File: config.mk
export PLATFORM = sky130hd
export DESIGN_NAME = multicycle_ctrl_flat
export DESIGN_NICKNAME = d
export VERILOG_FILES = /design/src/rtl/multicycle_if.sv /design/src/rtl/multicycle_ctrl.sv /design/src/flat_wrapper.sv
export SDC_FILE = /design/constraint.sdc
export NUM_CORES = 1
export LEC_CHECK = 0
export ABC_AREA = 0
export BUFFER_PORTS_ARGS = -buffer_cell sky130_fd_sc_hd__buf_2
export CORE_MARGIN = 2
export CORE_UTILIZATION = 40
export CTS_CLUSTER_DIAMETER = 120
export CTS_CLUSTER_SIZE = 16
export DETAILED_ROUTE_END_ITERATION = 6
export PLACE_DENSITY = 0.63
export SLEW_MARGIN = 25
export SYNTH_ARGS = -nofsm -noshare
export SYNTH_HDL_FRONTEND = slang
export SYNTH_SLANG_ARGS = --single-unit
File: constraint.sdc
create_clock -name clk -period 2.1 [get_ports clk]
set_input_delay 0.315 -clock clk [delete_from_list [all_inputs] [get_ports clk]]
set_output_delay 0.315 -clock clk [all_outputs]
set_load 0.005 [all_outputs]
File: src/rtl/multicycle_if.sv
// Datapath-facing bundle of the multicycle control sequencer: opcode/flag/handshake
// inputs, control strobes and debug/status outputs.
interface multicycle_if;
  logic [5:0] opcode;
  logic       zero;
  logic       mem_ready;
  logic       IRWrite;
  logic       PCWrite;
  logic       PCWriteCond;
  logic       IorD;
  logic       MemRead;
  logic       MemWrite;
  logic       RegWrite;
  logic       RegDst;
  logic       MemtoReg;
  logic       ALUSrcA;
  logic [1:0] ALUSrcB;
  logic [1:0] ALUOp;
  logic [1:0] PCSource;
  logic [3:0] state;
  logic       instr_done;
  logic       illegal;

  modport master (
    input  opcode, zero, mem_ready,
    output IRWrite, PCWrite, PCWriteCond, IorD, MemRead, MemWrite,
           RegWrite, RegDst, MemtoReg, ALUSrcA, ALUSrcB, ALUOp, PCSource,
           state, instr_done, illegal
  );

  modport slave (
    output opcode, zero, mem_ready,
    input  IRWrite, PCWrite, PCWriteCond, IorD, MemRead, MemWrite,
           RegWrite, RegDst, MemtoReg, ALUSrcA, ALUSrcB, ALUOp, PCSource,
           state, instr_done, illegal
  );
endinterface

File: src/rtl/multicycle_ctrl.sv
// Multicycle MIPS control FSM with mem_ready stretching and retire counter.
// Define MULTICYCLE_ILLEGAL_TRAP_EN to trap unknown opcodes instead of NOP-ing them.
module multicycle_ctrl #(
  parameter int CNT_W = 16
) (
  input  logic             clk,
  input  logic             rst_n,
  multicycle_if.master     bus,
  output logic [CNT_W-1:0] instr_count
);

  typedef enum logic [3:0] {
    S_FETCH  = 4'd0,  S_DECODE = 4'd1,  S_MEMADR = 4'd2,  S_MEMRD = 4'd3,
    S_MEMWB  = 4'd4,  S_MEMWR  = 4'd5,  S_EXEC   = 4'd6,  S_RWB   = 4'd7,
    S_IEXEC  = 4'd8,  S_IWB    = 4'd9,  S_BRANCH = 4'd10, S_JUMP  = 4'd11,
    S_TRAP   = 4'd12
  } state_e;

  state_e           state_q, state_d;
  logic [5:0]       op_q, op_d;
  logic [CNT_W-1:0] cnt_q, cnt_d;
  logic ir_write_s, pc_write_s, pc_write_cond_s, mem_read_s, mem_write_s;
  logic reg_write_s, retire_s;

  // State, latched opcode and retire counter
  always_ff @(posedge clk) begin
    if (!rst_n) begin
      state_q <= S_FETCH;
      op_q    <= 6'd0;
      cnt_q   <= {CNT_W{1'b0}};
    end else begin
      state_q <= state_d;
      op_q    <= op_d;
      cnt_q   <= cnt_d;
    end
  end

  // Next-state and per-state control decode
  always_comb begin
    state_d         = state_q;
    ir_write_s      = 1'b0;
    pc_write_s      = 1'b0;
    pc_write_cond_s = 1'b0;
    mem_read_s      = 1'b0;
    mem_write_s     = 1'b0;
    reg_write_s     = 1'b0;
    retire_s        = 1'b0;
    bus.IorD        = 1'b0;
    bus.RegDst      = 1'b0;
    bus.MemtoReg    = 1'b0;
    bus.ALUSrcA     = 1'b0;
    bus.ALUSrcB     = 2'b00;
    bus.ALUOp       = 2'b00;
    bus.PCSource    = 2'b00;
    case (state_q)
      S_FETCH: begin
        mem_read_s  = 1'b1;
        bus.ALUSrcB = 2'b01;
        ir_write_s  = bus.mem_ready;
        pc_write_s  = bus.mem_ready;
        if (bus.mem_ready) state_d = S_DECODE;
        else               state_d = S_FETCH;
      end
      S_DECODE: begin
        bus.ALUSrcB = 2'b11;
        case (bus.opcode)
          6'b000000:            state_d = S_EXEC;
          6'b100011, 6'b101011: state_d = S_MEMADR;
          6'b001000, 6'b100111: state_d = S_IEXEC;
          6'b000100:            state_d = S_BRANCH;
          6'b000010:            state_d = S_JUMP;
          default: begin
`ifdef MULTICYCLE_ILLEGAL_TRAP_EN
            state_d = S_TRAP;
`else
            state_d  = S_FETCH;
            retire_s = 1'b1;
`endif
          end
        endcase
      end
      S_MEMADR: begin
        bus.ALUSrcA = 1'b1;
        bus.ALUSrcB = 2'b10;
        if (op_q == 6'b100011) state_d = S_MEMRD;
        else                   state_d = S_MEMWR;
      end
      S_MEMRD: begin
        mem_read_s = 1'b1;
        bus.IorD   = 1'b1;
        if (bus.mem_ready) state_d = S_MEMWB;
        else               state_d = S_MEMRD;
      end
      S_MEMWB: begin
        reg_write_s  = 1'b1;
        bus.MemtoReg = 1'b1;
        retire_s     = 1'b1;
        state_d      = S_FETCH;
      end
      S_MEMWR: begin
        mem_write_s = 1'b1;
        bus.IorD    = 1'b1;
        if (bus.mem_ready) begin
          retire_s = 1'b1;
          state_d  = S_FETCH;
        end else begin
          state_d  = S_MEMWR;
        end
      end
      S_EXEC: begin
        bus.ALUSrcA = 1'b1;
        bus.ALUOp   = 2'b10;
        state_d     = S_RWB;
      end
      S_RWB: begin
        reg_write_s = 1'b1;
        bus.RegDst  = 1'b1;
        retire_s    = 1'b1;
        state_d     = S_FETCH;
      end
      S_IEXEC: begin
        bus.ALUSrcA = 1'b1;
        bus.ALUSrcB = 2'b10;
        state_d     = S_IWB;
      end
      S_IWB: begin
        reg_write_s = 1'b1;
        retire_s    = 1'b1;
        state_d     = S_FETCH;
      end
      S_BRANCH: begin
        bus.ALUSrcA     = 1'b1;
        bus.ALUOp       = 2'b01;
        pc_write_cond_s = 1'b1;
        bus.PCSource    = 2'b01;
        retire_s        = 1'b1;
        state_d         = S_FETCH;
      end
      S_JUMP: begin
        pc_write_s   = 1'b1;
        bus.PCSource = 2'b10;
        retire_s     = 1'b1;
        state_d      = S_FETCH;
      end
      S_TRAP:  state_d = S_TRAP;
      default: state_d = S_FETCH;
    endcase
  end

  assign op_d  = (state_q == S_DECODE) ? bus.opcode : op_q;
  assign cnt_d = retire_s ? cnt_q + {{(CNT_W-1){1'b0}}, 1'b1} : cnt_q;

  // Strobes are suppressed while reset is asserted so an aborted instruction never writes
  assign bus.IRWrite     = ir_write_s      & rst_n;
  assign bus.PCWrite     = pc_write_s      & rst_n;
  assign bus.PCWriteCond = pc_write_cond_s & rst_n;
  assign bus.MemRead     = mem_read_s      & rst_n;
  assign bus.MemWrite    = mem_write_s     & rst_n;
  assign bus.RegWrite    = reg_write_s     & rst_n;
  assign bus.instr_done  = retire_s        & rst_n;
  assign bus.state       = state_q;
  assign instr_count     = cnt_q;

`ifdef MULTICYCLE_ILLEGAL_TRAP_EN
  logic illegal_q;

  // Sticky illegal flag, set on entry to TRAP
  always_ff @(posedge clk) begin
    if (!rst_n) illegal_q <= 1'b0;
    else        illegal_q <= illegal_q | (state_d == S_TRAP);
  end

  assign bus.illegal = illegal_q;
`else
  assign bus.illegal = 1'b0;
`endif

endmodule

File: src/flat_wrapper.sv
// flat-port wrapper written by rule: the top's interface ports become plain ports
module multicycle_ctrl_flat 
#(
  parameter int CNT_W = 16
)
  (clk, rst_n, instr_count, bus_opcode, bus_zero, bus_mem_ready, bus_IRWrite, bus_PCWrite, bus_PCWriteCond, bus_IorD, bus_MemRead, bus_MemWrite, bus_RegWrite, bus_RegDst, bus_MemtoReg, bus_ALUSrcA, bus_ALUSrcB, bus_ALUOp, bus_PCSource, bus_state, bus_instr_done, bus_illegal);
  multicycle_if bus_i ();
  input  logic clk;
  input  logic rst_n;
  output logic [CNT_W-1:0] instr_count;
  input wire logic [$bits(bus_i.opcode)-1:0] bus_opcode;
  input wire logic [$bits(bus_i.zero)-1:0] bus_zero;
  input wire logic [$bits(bus_i.mem_ready)-1:0] bus_mem_ready;
  output wire logic [$bits(bus_i.IRWrite)-1:0] bus_IRWrite;
  output wire logic [$bits(bus_i.PCWrite)-1:0] bus_PCWrite;
  output wire logic [$bits(bus_i.PCWriteCond)-1:0] bus_PCWriteCond;
  output wire logic [$bits(bus_i.IorD)-1:0] bus_IorD;
  output wire logic [$bits(bus_i.MemRead)-1:0] bus_MemRead;
  output wire logic [$bits(bus_i.MemWrite)-1:0] bus_MemWrite;
  output wire logic [$bits(bus_i.RegWrite)-1:0] bus_RegWrite;
  output wire logic [$bits(bus_i.RegDst)-1:0] bus_RegDst;
  output wire logic [$bits(bus_i.MemtoReg)-1:0] bus_MemtoReg;
  output wire logic [$bits(bus_i.ALUSrcA)-1:0] bus_ALUSrcA;
  output wire logic [$bits(bus_i.ALUSrcB)-1:0] bus_ALUSrcB;
  output wire logic [$bits(bus_i.ALUOp)-1:0] bus_ALUOp;
  output wire logic [$bits(bus_i.PCSource)-1:0] bus_PCSource;
  output wire logic [$bits(bus_i.state)-1:0] bus_state;
  output wire logic [$bits(bus_i.instr_done)-1:0] bus_instr_done;
  output wire logic [$bits(bus_i.illegal)-1:0] bus_illegal;
  assign bus_i.opcode = bus_opcode;
  assign bus_i.zero = bus_zero;
  assign bus_i.mem_ready = bus_mem_ready;
  assign bus_IRWrite = bus_i.IRWrite;
  assign bus_PCWrite = bus_i.PCWrite;
  assign bus_PCWriteCond = bus_i.PCWriteCond;
  assign bus_IorD = bus_i.IorD;
  assign bus_MemRead = bus_i.MemRead;
  assign bus_MemWrite = bus_i.MemWrite;
  assign bus_RegWrite = bus_i.RegWrite;
  assign bus_RegDst = bus_i.RegDst;
  assign bus_MemtoReg = bus_i.MemtoReg;
  assign bus_ALUSrcA = bus_i.ALUSrcA;
  assign bus_ALUSrcB = bus_i.ALUSrcB;
  assign bus_ALUOp = bus_i.ALUOp;
  assign bus_PCSource = bus_i.PCSource;
  assign bus_state = bus_i.state;
  assign bus_instr_done = bus_i.instr_done;
  assign bus_illegal = bus_i.illegal;
  multicycle_ctrl #(.CNT_W(CNT_W)) u_core (.clk(clk), .rst_n(rst_n), .bus(bus_i), .instr_count(instr_count));
endmodule
==> results of run 1 <==
registers in the layout, indices dropped and copies added, names as in the netlist:
register / cells
u_core.instr_count: 16
u_core.bus.state: 4
u_core.op_q: 6
cells in the mapped netlist (4+ instances only):
library cell	n
nand3_1	7
nand2b_1	16
nor3_1	8
a21oi_1	22
dfxtp_1	26
inv_1	8
nand4_1	4
nor2_1	21
o21ai_0	5
nand2_1	37
clkbuf_1	8
mux2i_1	14
worst paths after layout:
check / from / endpoint / slack [ns] / cells after the start
max: bus_opcode[5] / bus_instr_done / 0.09 / 6
max reg2reg: u_core.bus.state[3] / u_core.instr_count[15] / 0.26 / 5
min reg2reg: u_core.op_q[2] / u_core.op_q[2] / 0.45 / 2
min: bus_opcode[3] / u_core.op_q[3] / 0.32 / 3
logic make-up after synthesis:
logic type	count (synthesis)	share of synthesized area [%]
and+or+nand+nor	113	34.5
AOI/OAI and AO/OA	51	19.2
DFF	26	30.2
buffers and inverters	22	6.02
muxes	14	8.13
xor gates and xnor gates	2	1.02
adders and majority gates	1	0.726
other	1	0.217
worst max-delay path: cells and delay by family:
| family | cells | cell delay (ns) |
|---|---|---|
| buffers and inverters | 2 | 0.26 |
| and+or+nand+nor | 2 | 0.66 |
| AOI/OAI and AO/OA | 2 | 0.44 |
metrics by stage:
stage                     area, um^2  setup WS, ns  std cells  util [%]
after global placement          2050        0.0792        326      50.2
final                           2110        0.0932        329      51.6
after floorplan                 1720         0.286        230         -
after CTS                       2090        0.0757        329      51.2
after detailed placement        2050        0.0829        326      50.2
after global routing            2110        0.0124        329      51.6
final cells by class:
type	instances	area (um^2)	share of cell area, %
Timing Repair Buffer	60	338	16.0
Tap cell	50	62.6	2.97
Inverter	8	30.0	1.42
Multi-Input combinational cell	182	1110	52.9
Sequential cell	26	522	24.7
Clock buffer	3	41.3	1.96
timing repair:
| item | CTS | global route |
|---|---|---|
| resized for setup | 0 | 4 |
| endpoints found under the setup margin | 0 | 1 |
| hold buffers | 0 | 0 |
where the power goes:
part	internal, mW	switching, mW
logic	0.0627	0.0827
clock network	0.129	0.152
registers	0.503	0.00884
total	0.695	0.243
per-layer routing:
metal | wire length (um) | vias to the layer above | share of wire (%) | global-route usage (%)
met5 | 0 | - | 0 | 0
met4 | 57 | 0 | 1.4 | 5.77
met3 | 186 | 5 | 4.6 | 2.03
met2 | 1780 | 42 | 44 | 28.1
met1 | 2060 | 746 | 50 | 22.9
li1 | - | 905 | - | -
==> results by group, run 1 <==
Status
  • Status: complete, no violations

Setup path
  • Crit path cell chain: buf_2 -> or4_1 -> a211o_1 -> nand4_4 -> a21oi_2 -> buf_2
  • Critical Path RT: around 1.8 ns
  • Max stage delay on crit path: 0.51 ns
  • CP max stage cell: or4_1
  • Arrival time worst endpoint: 1.69 ns
  • Worst-path fanout max: 6
  • Worst Setup Start Kind: input port
  • Most common cell on crit path: buf_2
  • CP Capture Type: output pin
  • Crit path kind: in2out

Detailed routing
  • DR pass1 iterations: 4
  • Final WL: 4.08 mm
  • DRC violations left: 0
  • Avg WL per Cell: 12.4 um
  • Vias after detailed routing: 1,698
  • DRT iter0 DRCs: 87
  • Final ANT Viol Nets: 0
  • Drt via density: just over 5

Clocking
  • Setup repair bufs after CTS: 0
  • Clk pin slew, worst setup/hold paths: 0.09 ns
  • CTS tree: built
  • H-tree depth: 1
  • Latest clock arrival within the worst-skew pair: 0.27 ns
  • CTS Sinks: 26
  • CTS Buf Count: 3
  • Root buffer cell: clkbuf_8
  • Clk buf depth: 2

Cells and area
  • Final Net Count: 292
  • Share of cells above drive strength 1: 28.3%
  • Ant diodes: 0
  • Commonest non-fill, non-tap cell in the layout: buf_2
  • Area Overhead vs Synth: 22.3%
  • Most frequent cells in the layout: 45 x buf_2, 37 x nand2_1, 25 x dfxtp_1, 21 x nor2_1, 21 x a21oi_1
  • Fill cells: 425

Worst hold path
  • HP Class: in2reg

Timing
  • Final period util: 95.6%
  • Max-slew violations: 0
  • Setup Viol. Count Final: 0
  • Fin Hold WS: 0.318 ns
  • Post-route setup TNS: 0 ns
  • Min cycle time layout: 2.01 ns
  • Final hold violations: 0
  • RSZ-0062 raised after global routing: no
  • F_max: 498 MHz
  • Worst clock skew: about 0.0037 ns

Global routing
  • Gr usage total: roughly 17%
  • Initial antenna violation count: 0
  • Gr ovfl total: 0
  • Vias in the first global route: approximately 1,500
  • First-pass GRT wire length: approximately 6.9 mm
  • Largest net degree at the start of global routing: 28

Yosys
  • Synth warn: 0
  • Seq/Total Area, Yosys: between 30% and 40%
  • Ys flop type: dfxtp_1
  • Ranking of synthesized cells by area: dfxtp_1 30%, mux2i_1 8.1%, nand2_1 8.1%
  • Post-synthesis net count: 241
  • Yosys top cell by area: dfxtp_1
  • Synthesis-stage register bit count: 26
  • Distinct cell type count after synthesis: 49
  • Number of synthesized flops with an enable pin: 0
  • Syn_area_per_cell: 7.50 um^2
  • Mapped Cells: 230
  • Asr flop ratio synth: 0%
  • Netlist Area Pre-Place: about 1700 um^2
  • Yosys top cell area share: between 30% and 40%

Floorplan
  • Num rows: 23
  • Die height: 69.7 um
  • Ports: 48
  • Die width: approximately 70 um
  • Die ar.: 4850 um^2
  • Starting Density: 42.2%
  • Core box area: 4090 um^2

Pwr
  • Power Total: approximately 940 uW
  • Leak Pwr: 0.882 nW
  • Worst IR Drop VDD: 0.240 mV
  • Pwr Density: 445 nW/um^2

Place
  • Final GP Congestion: around 0.82
  • IO Port Bufs: 45
  • Final HPWL DP: 3.06 mm

Job
  • Max_cap viols: 0
Power figures use the tool's default switching activity.
==> inputs of run 2 (changes only) <==
REMOVE_ABC_BUFFERS = 1   (was default)
==> run 2 against run 1 <==
  * Worst setup slack gained 0.0036 ns
  * Sequential share of layout area decreased by 0.36 points
  * Wire length is 2.4% higher
  * First-iteration DRC count grew 31%
  * Critical path type unchanged
  * Critical endpoint unchanged
==> results by group, run 2 (synthesized netlist as in run 1, its figures left out) <==
Floorplan
  • Core box area: 4090 um^2 (unchanged)
  • Starting Density: 42.2% (unchanged)
  • Die ar.: 4850 um^2 (unchanged)
  • Num rows: 23 (unchanged)
  • Die width: 69.7 um (unchanged)
  • Die height: 69.7 um (unchanged)
  • Ports: 48 (unchanged)

Cells and area
  • Share of cells above drive strength 1: 29.1% (+0.76 points)
  • Area Overhead vs Synth: 24.4%
  • Multi-input logic area: 1100 um^2 (-0.90%)
  • Final Net Count: 294 (+0.68%)
  • Most frequent cells in the layout: 45 x buf_2, 37 x nand2_1, 24 x dfxtp_1, 22 x a21oi_1, 21 x nor2_1
  • Fill cells: 401 (-5.6%)
  • Commonest non-fill, non-tap cell in the layout: buf_2
  • FF+latch area: 523 um^2 (+0.24%)
  • Max reg flops: 16 (unchanged)
  • Ant diodes: 0 (unchanged)

Detailed routing
  • Vias after detailed routing: 1,746 (+2.8%)
  • Final WL: 4.18 mm (+2.4%)
  • DR pass1 iterations: 4 (unchanged)
  • Avg WL per Cell: 12.6 um (+1.4%)
  • DRC violations left: 0 (unchanged)
  • Final ANT Viol Nets: 0 (unchanged)
  • DRT iter0 DRCs: 114 (+31%)
  • Drt via density: 5.26 (+1.9%)

Clocking
  • CTS tree: built
  • Clk buf depth: 2 (unchanged)
  • CTS Buf Count: 3 (unchanged)
  • Clk pin slew, worst setup/hold paths: 0.09 ns (about the same)
  • CTS Sinks: 26 (unchanged)
  • Cts hold-fix bufs: 0 (unchanged)
  • H-tree depth: 1 (unchanged)
  • Root buffer cell: clkbuf_8
  • Latest clock arrival within the worst-skew pair: 0.27 ns (about the same)

Worst hold path
  • WHS Endpoint: u_core.op_q[0]
  • Hold path start: bus_opcode[0]
  • HP Class: in2reg
  • Worst Hold Path Cells: 3 (unchanged)

Pwr
  • Combinational Power Share: 13.2% (-2.3 points)
  • P_int: 819 uW (+18%)
  • P_sw: 253 uW (+3.9%)
  • Worst IR Drop VDD: 0.254 mV (+5.8%)
  • Power Total: 1.07 mW (+14%)
  • Power share of the clock group: 38.8% (+8.9 points)
  • Leak Pwr: 0.906 nW (+2.7%)
  • Pwr Density: 500 nW/um^2 (+12%)
  • Switching part of the total: 23.6% (-2.4 points)
  • Sequential power share: 48.0% (-6.6 points)

Place
  • Final GP Congestion: 0.896 (+9.1%)
  • Dpl ws: 0.103 ns (+0.0206 ns)
  • IO Port Bufs: 45 (unchanged)
  • Final HPWL DP: 3.14 mm (+2.6%)

Global routing
  • First-pass GRT wire length: 7.13 mm (+4.1%)
  • Gr ovfl total: 0 (unchanged)
  • Initial antenna violation count: 0 (unchanged)
  • Vias in the first global route: 1,503 (+1.4%)
  • Largest net degree at the start of global routing: 27 (-3.6%)
  • Gr usage total: 17.5% (+0.52 points)

Setup path
  • Arrival time worst endpoint: 1.69 ns (about the same)
  • R2R cell count: 6 (+1)
  • CP Capture Type: output pin
  • Critical Path RT: 1.78 ns (about the same)
  • Worst Setup Start Kind: input port
  • Critical R2R Capture: u_core.instr_count[6]
  • Worst-path fanout max: 6 (unchanged)
  • Flop2flop setup slack: 0.19 ns (-0.07 ns)
  • Worst reg2reg startpoint: u_core.bus.state[1]
  • Crit path kind: in2out

Status
  • Status: complete, no violations

Timing
  • Max-slew violations: 0 (unchanged)
  • Worst clock skew: 0.0107 ns (+0.00702 ns)
  • Final period util: 95.4% (-0.17 points)
  • Min cycle time layout: 2.00 ns (-0.00360 ns)
  • RSZ-0062 raised after global routing: no
  • Final hold violations: 0 (unchanged)
  • Post-route setup TNS: 0 ns (unchanged)
  • Setup Viol. Count Final: 0 (unchanged)
  • F_max: 499 MHz (+0.18%)
  • Worst setup margin: 0.0968 ns (+0.00360 ns)

Job
  • Max_cap viols: 0 (unchanged)
## run 2: changes by cell type in the layout (fill, tap and decap cells not counted), sizes merged
cell	previous run	this run
bufinv	0	1
buf	60	62
## run 2: worst max path at each step
| stage | start | slack, ns | cells after the start | end |
|---|---|---|---|---|
| 2_1_floorplan | u_core.bus.state[0] | 0.09 | 5 | u_core.instr_count[6] |
| 3_3_place_gp | bus_opcode[5] | 0.10 | 6 | bus_instr_done |
| 3_5_place_dp | bus_opcode[5] | 0.10 | 6 | bus_instr_done |
| 4_1_cts | u_core.bus.state[0] | 0.02 | 5 | bus_instr_done |
| 5_1_grt | bus_opcode[5] | 0.01 | 6 | bus_instr_done |
| 6_report | bus_opcode[5] | 0.1 | 6 | bus_instr_done |
## run 2: worst max-delay path: stages
cell and delay, ns:
buf_2 0.13, or4_1 0.52, a211o_1 0.35, nand4_2 0.14, a21oi_1 0.09, buf_2 0.15
## run 2: through the flow
| step | util [%] | std cells | area, um^2 | hold slack, ns |
|---|---|---|---|---|
| floorplan | - | 216 | 1650 | 0.431 |
| finish | 52.5 | 332 | 2140 | 0.324 |
| detailed placement | 50.4 | 327 | 2060 | 0.448 |
| global placement | 50.4 | 327 | 2060 | 0.446 |
| global route | 52.5 | 332 | 2140 | 0.327 |
| CTS | 52.1 | 331 | 2130 | 0.314 |
## run 2: area by class of cell
| type | count | share of cell area, % |
|---|---|---|
| inverters | 8 | 1.40 |
| multi-input cells | 182 | 51.5 |
| clock inverters | 1 | 1.40 |
| repair buffers | 62 | 16.5 |
| well taps | 50 | 2.92 |
| clock buffers | 3 | 1.93 |
| flip-flops and latches | 26 | 24.4 |
## run 2: timing repair
item | in CTS | in global routing
setup buffers | 0 | 1
endpoints found under the setup margin | 0 | 4
gates resized for setup | 0 | 4
## run 2: power groups by stage
stage / registers (mW) / logic, mW / clock network (mW)
2_1_floorplan: 0.526 / 0.0731 / 0
3_3_place_gp: 0.525 / 0.139 / 0
3_5_place_dp: 0.525 / 0.140 / 0
4_1_cts: 0.514 / 0.140 / 0.432
5_1_grt: 0.517 / 0.159 / 0.451
6_report: 0.515 / 0.141 / 0.416
## run 2: metal layers
metal | track usage (%) | up-vias | part of all wire, %
met5 | 0 | - | 0
met4 | 5.13 | 0 | 0.62
met3 | 3.05 | 2 | 4.8
met2 | 26.5 | 50 | 43
met1 | 25.4 | 783 | 52
li1 | - | 911 | -
==> inputs of run 3 (changes only) <==
SETUP_SLACK_MARGIN = 0.5   (was default)
==> run 3 against run 2 <==
  * Wire length up 26%
  * Clock power about the same
  * Critical path type unchanged
  * Largest power group unchanged
  * Maximum frequency up 8.1%
  * Die area unchanged
  * First-iteration DRC count fell by 32%
  * Register-to-register slack gained 0.07 ns
  * Critical path depth is the same
  * Utilization grew 13 points
==> results by group, run 3 (synthesized netlist as in run 1, its figures left out) <==
Setup path
  • CP Capture Type: output pin
  • CP max stage cell: or4_4
  • Arrival time worst endpoint: 1.54 ns (-0.15 ns)
  • Crit path cell chain: buf_8 -> or4_4 -> a211o_1 -> nand4_2 -> a21oi_2 -> buf_2
  • Worst Setup Start Kind: input port
  • Max stage delay on crit path: 0.51 ns (about the same)
  • Critical Path RT: 1.78 ns (about the same)
  • Crit path kind: in2out
  • Flop2flop setup slack: 0.26 ns (+0.07 ns)
  • Worst-path fanout max: 4 (-2)

Clocking
  • Root buffer cell: clkbuf_8
  • CTS tree: built
  • H-tree depth: 1 (unchanged)
  • CTS Sinks: 26 (unchanged)
  • CTS Buf Count: 3 (unchanged)
  • Latest clock arrival within the worst-skew pair: 0.27 ns (about the same)
  • Clk pin slew, worst setup/hold paths: 0.09 ns (about the same)
  • Clk buf depth: 2 (unchanged)

Cells and area
  • Final core occ: 65.6% (+13 points)
  • Most frequent cells in the layout: 42 x buf_2, 36 x nand2_1, 32 x buf_4, 22 x dfxtp_1, 15 x nor2_1
  • Area Overhead vs Synth: 55.6%
  • Max reg flops: 16 (unchanged)
  • Ant diodes: 0 (unchanged)
  • Commonest non-fill, non-tap cell in the layout: buf_2
  • Fin cells: 359 (+8.1%)
  • Share of cells above drive strength 1: 49.8% (+21 points)
  • Final Net Count: 321 (+9.2%)

Floorplan
  • Die height: 69.7 um (unchanged)
  • Die ar.: 4850 um^2 (unchanged)
  • Ports: 48 (unchanged)
  • Core box area: 4090 um^2 (unchanged)
  • Starting Density: 42.2% (unchanged)
  • Die width: 69.7 um (unchanged)
  • Num rows: 23 (unchanged)

Place
  • Final HPWL DP: 3.14 mm (unchanged)
  • IO Port Bufs: 45 (unchanged)
  • Final GP Congestion: 0.896 (unchanged)
  • Dpl ws: 0.103 ns (unchanged)
  • Placed cell count: 327 (unchanged)

Worst hold path
  • HP Class: in2reg

Status
  • Status: complete, no violations

Timing
  • Post-route setup TNS: 0 ns (unchanged)
  • Worst setup margin: 0.247 ns (+0.151 ns)
  • F_max: 540 MHz (+8.1%)
  • Final period util: 88.2% (-7.2 points)
  • Worst clock skew: 0.00974 ns (-0.000957 ns)
  • Final hold violations: 0 (unchanged)
  • Min cycle time layout: 1.85 ns (-0.151 ns)
  • Setup Viol. Count Final: 0 (unchanged)
  • Max-slew violations: 0 (unchanged)
  • RSZ-0062 raised after global routing: yes

Pwr
  • Power Total: 1.14 mW (+6.7%)
  • Worst IR Drop VDD: 0.268 mV (+5.8%)
  • Leak Pwr: 1.10 nW (+22%)
  • Pwr Density: 426 nW/um^2 (-15%)

Detailed routing
  • Final WL: 5.27 mm (+26%)
  • DRC violations left: 0 (unchanged)
  • Vias after detailed routing: 1,930 (+11%)
  • Avg WL per Cell: 14.7 um (+17%)
  • DR pass1 iterations: 4 (unchanged)
  • DRT iter0 DRCs: 77 (-32%)
  • Drt via density: 5.38 (+2.2%)
  • Final ANT Viol Nets: 0 (unchanged)

Global routing
  • First-pass GRT wire length: 8.02 mm (+12%)
  • Vias in the first global route: 1,720 (+14%)
  • Gr ovfl total: 0 (unchanged)
  • Initial antenna violation count: 0 (unchanged)
  • Largest net degree at the start of global routing: 27 (unchanged)
  • Gr usage total: 19.8% (+2.3 points)

Job
  • Max_cap viols: 0 (unchanged)
[run 3: path summary, 6_finish.rpt]
path	start	to	cells past startpoint
worst min register to register	u_core.op_q[5]	u_core.op_q[5]	2
worst max-delay path	bus_opcode[3]	bus_instr_done	6
worst max register to register	u_core.bus.state[0]	u_core.instr_count[12]	9
worst min-delay path	bus_opcode[0]	u_core.op_q[0]	3
[run 3: area by class of cell]
| type | count | area [um^2] |
|---|---|---|
| clock inverter | 1 | 30.0 |
| clock buffer | 3 | 41.3 |
| timing repair buffer | 89 | 634 |
| multi-input combinational | 182 | 1350 |
| fill | 325 | 1400 |
| tap | 50 | 62.6 |
| inverter | 8 | 30.0 |
| sequential | 26 | 533 |
[run 3: through the flow]
stage / hold slack, ns / cell area, um^2
floorplan: 0.431 / 1650
global placement: 0.446 / 2060
detailed placement: 0.448 / 2060
CTS: 0.284 / 2540
global route: 0.309 / 2680
finish: 0.295 / 2680
[run 3: timing repair]
action                                  4_1_cts  5_1_grt
pin swaps                                    18       16
gates cloned                                  0        0
resized for setup                            62       24
setup buffers                                22        6
endpoints found under the setup margin       35       34
hold buffers                                  0        0
[run 3: report_power, final]
group	internal, mW	leakage [nW]	switching [mW]	total, mW
Clock	0.255	0.0357	0.160	0.415
Sequential	0.501	0.213	0.0126	0.513
Combinational	0.107	0.853	0.109	0.215
Total	0.862	1.10	0.281	1.14
[run 3: worst max-delay path, delay by kind of cell]
kind            cells  cell delay [ns]
compound gates      2             0.36
buf+inv             2             0.24
simple gates        2             0.63
[run 3: metal layers]
| layer | vias up | share of wire (%) | GRT usage (%) |
|---|---|---|---|
| met2 | 59 | 50 | 33.1 |
| li1 | 963 | - | - |
| met5 | - | 0 | 0 |
| met4 | 0 | 1.5 | 6.62 |
| met1 | 900 | 44 | 26.0 |
| met3 | 8 | 3.7 | 3.05 |
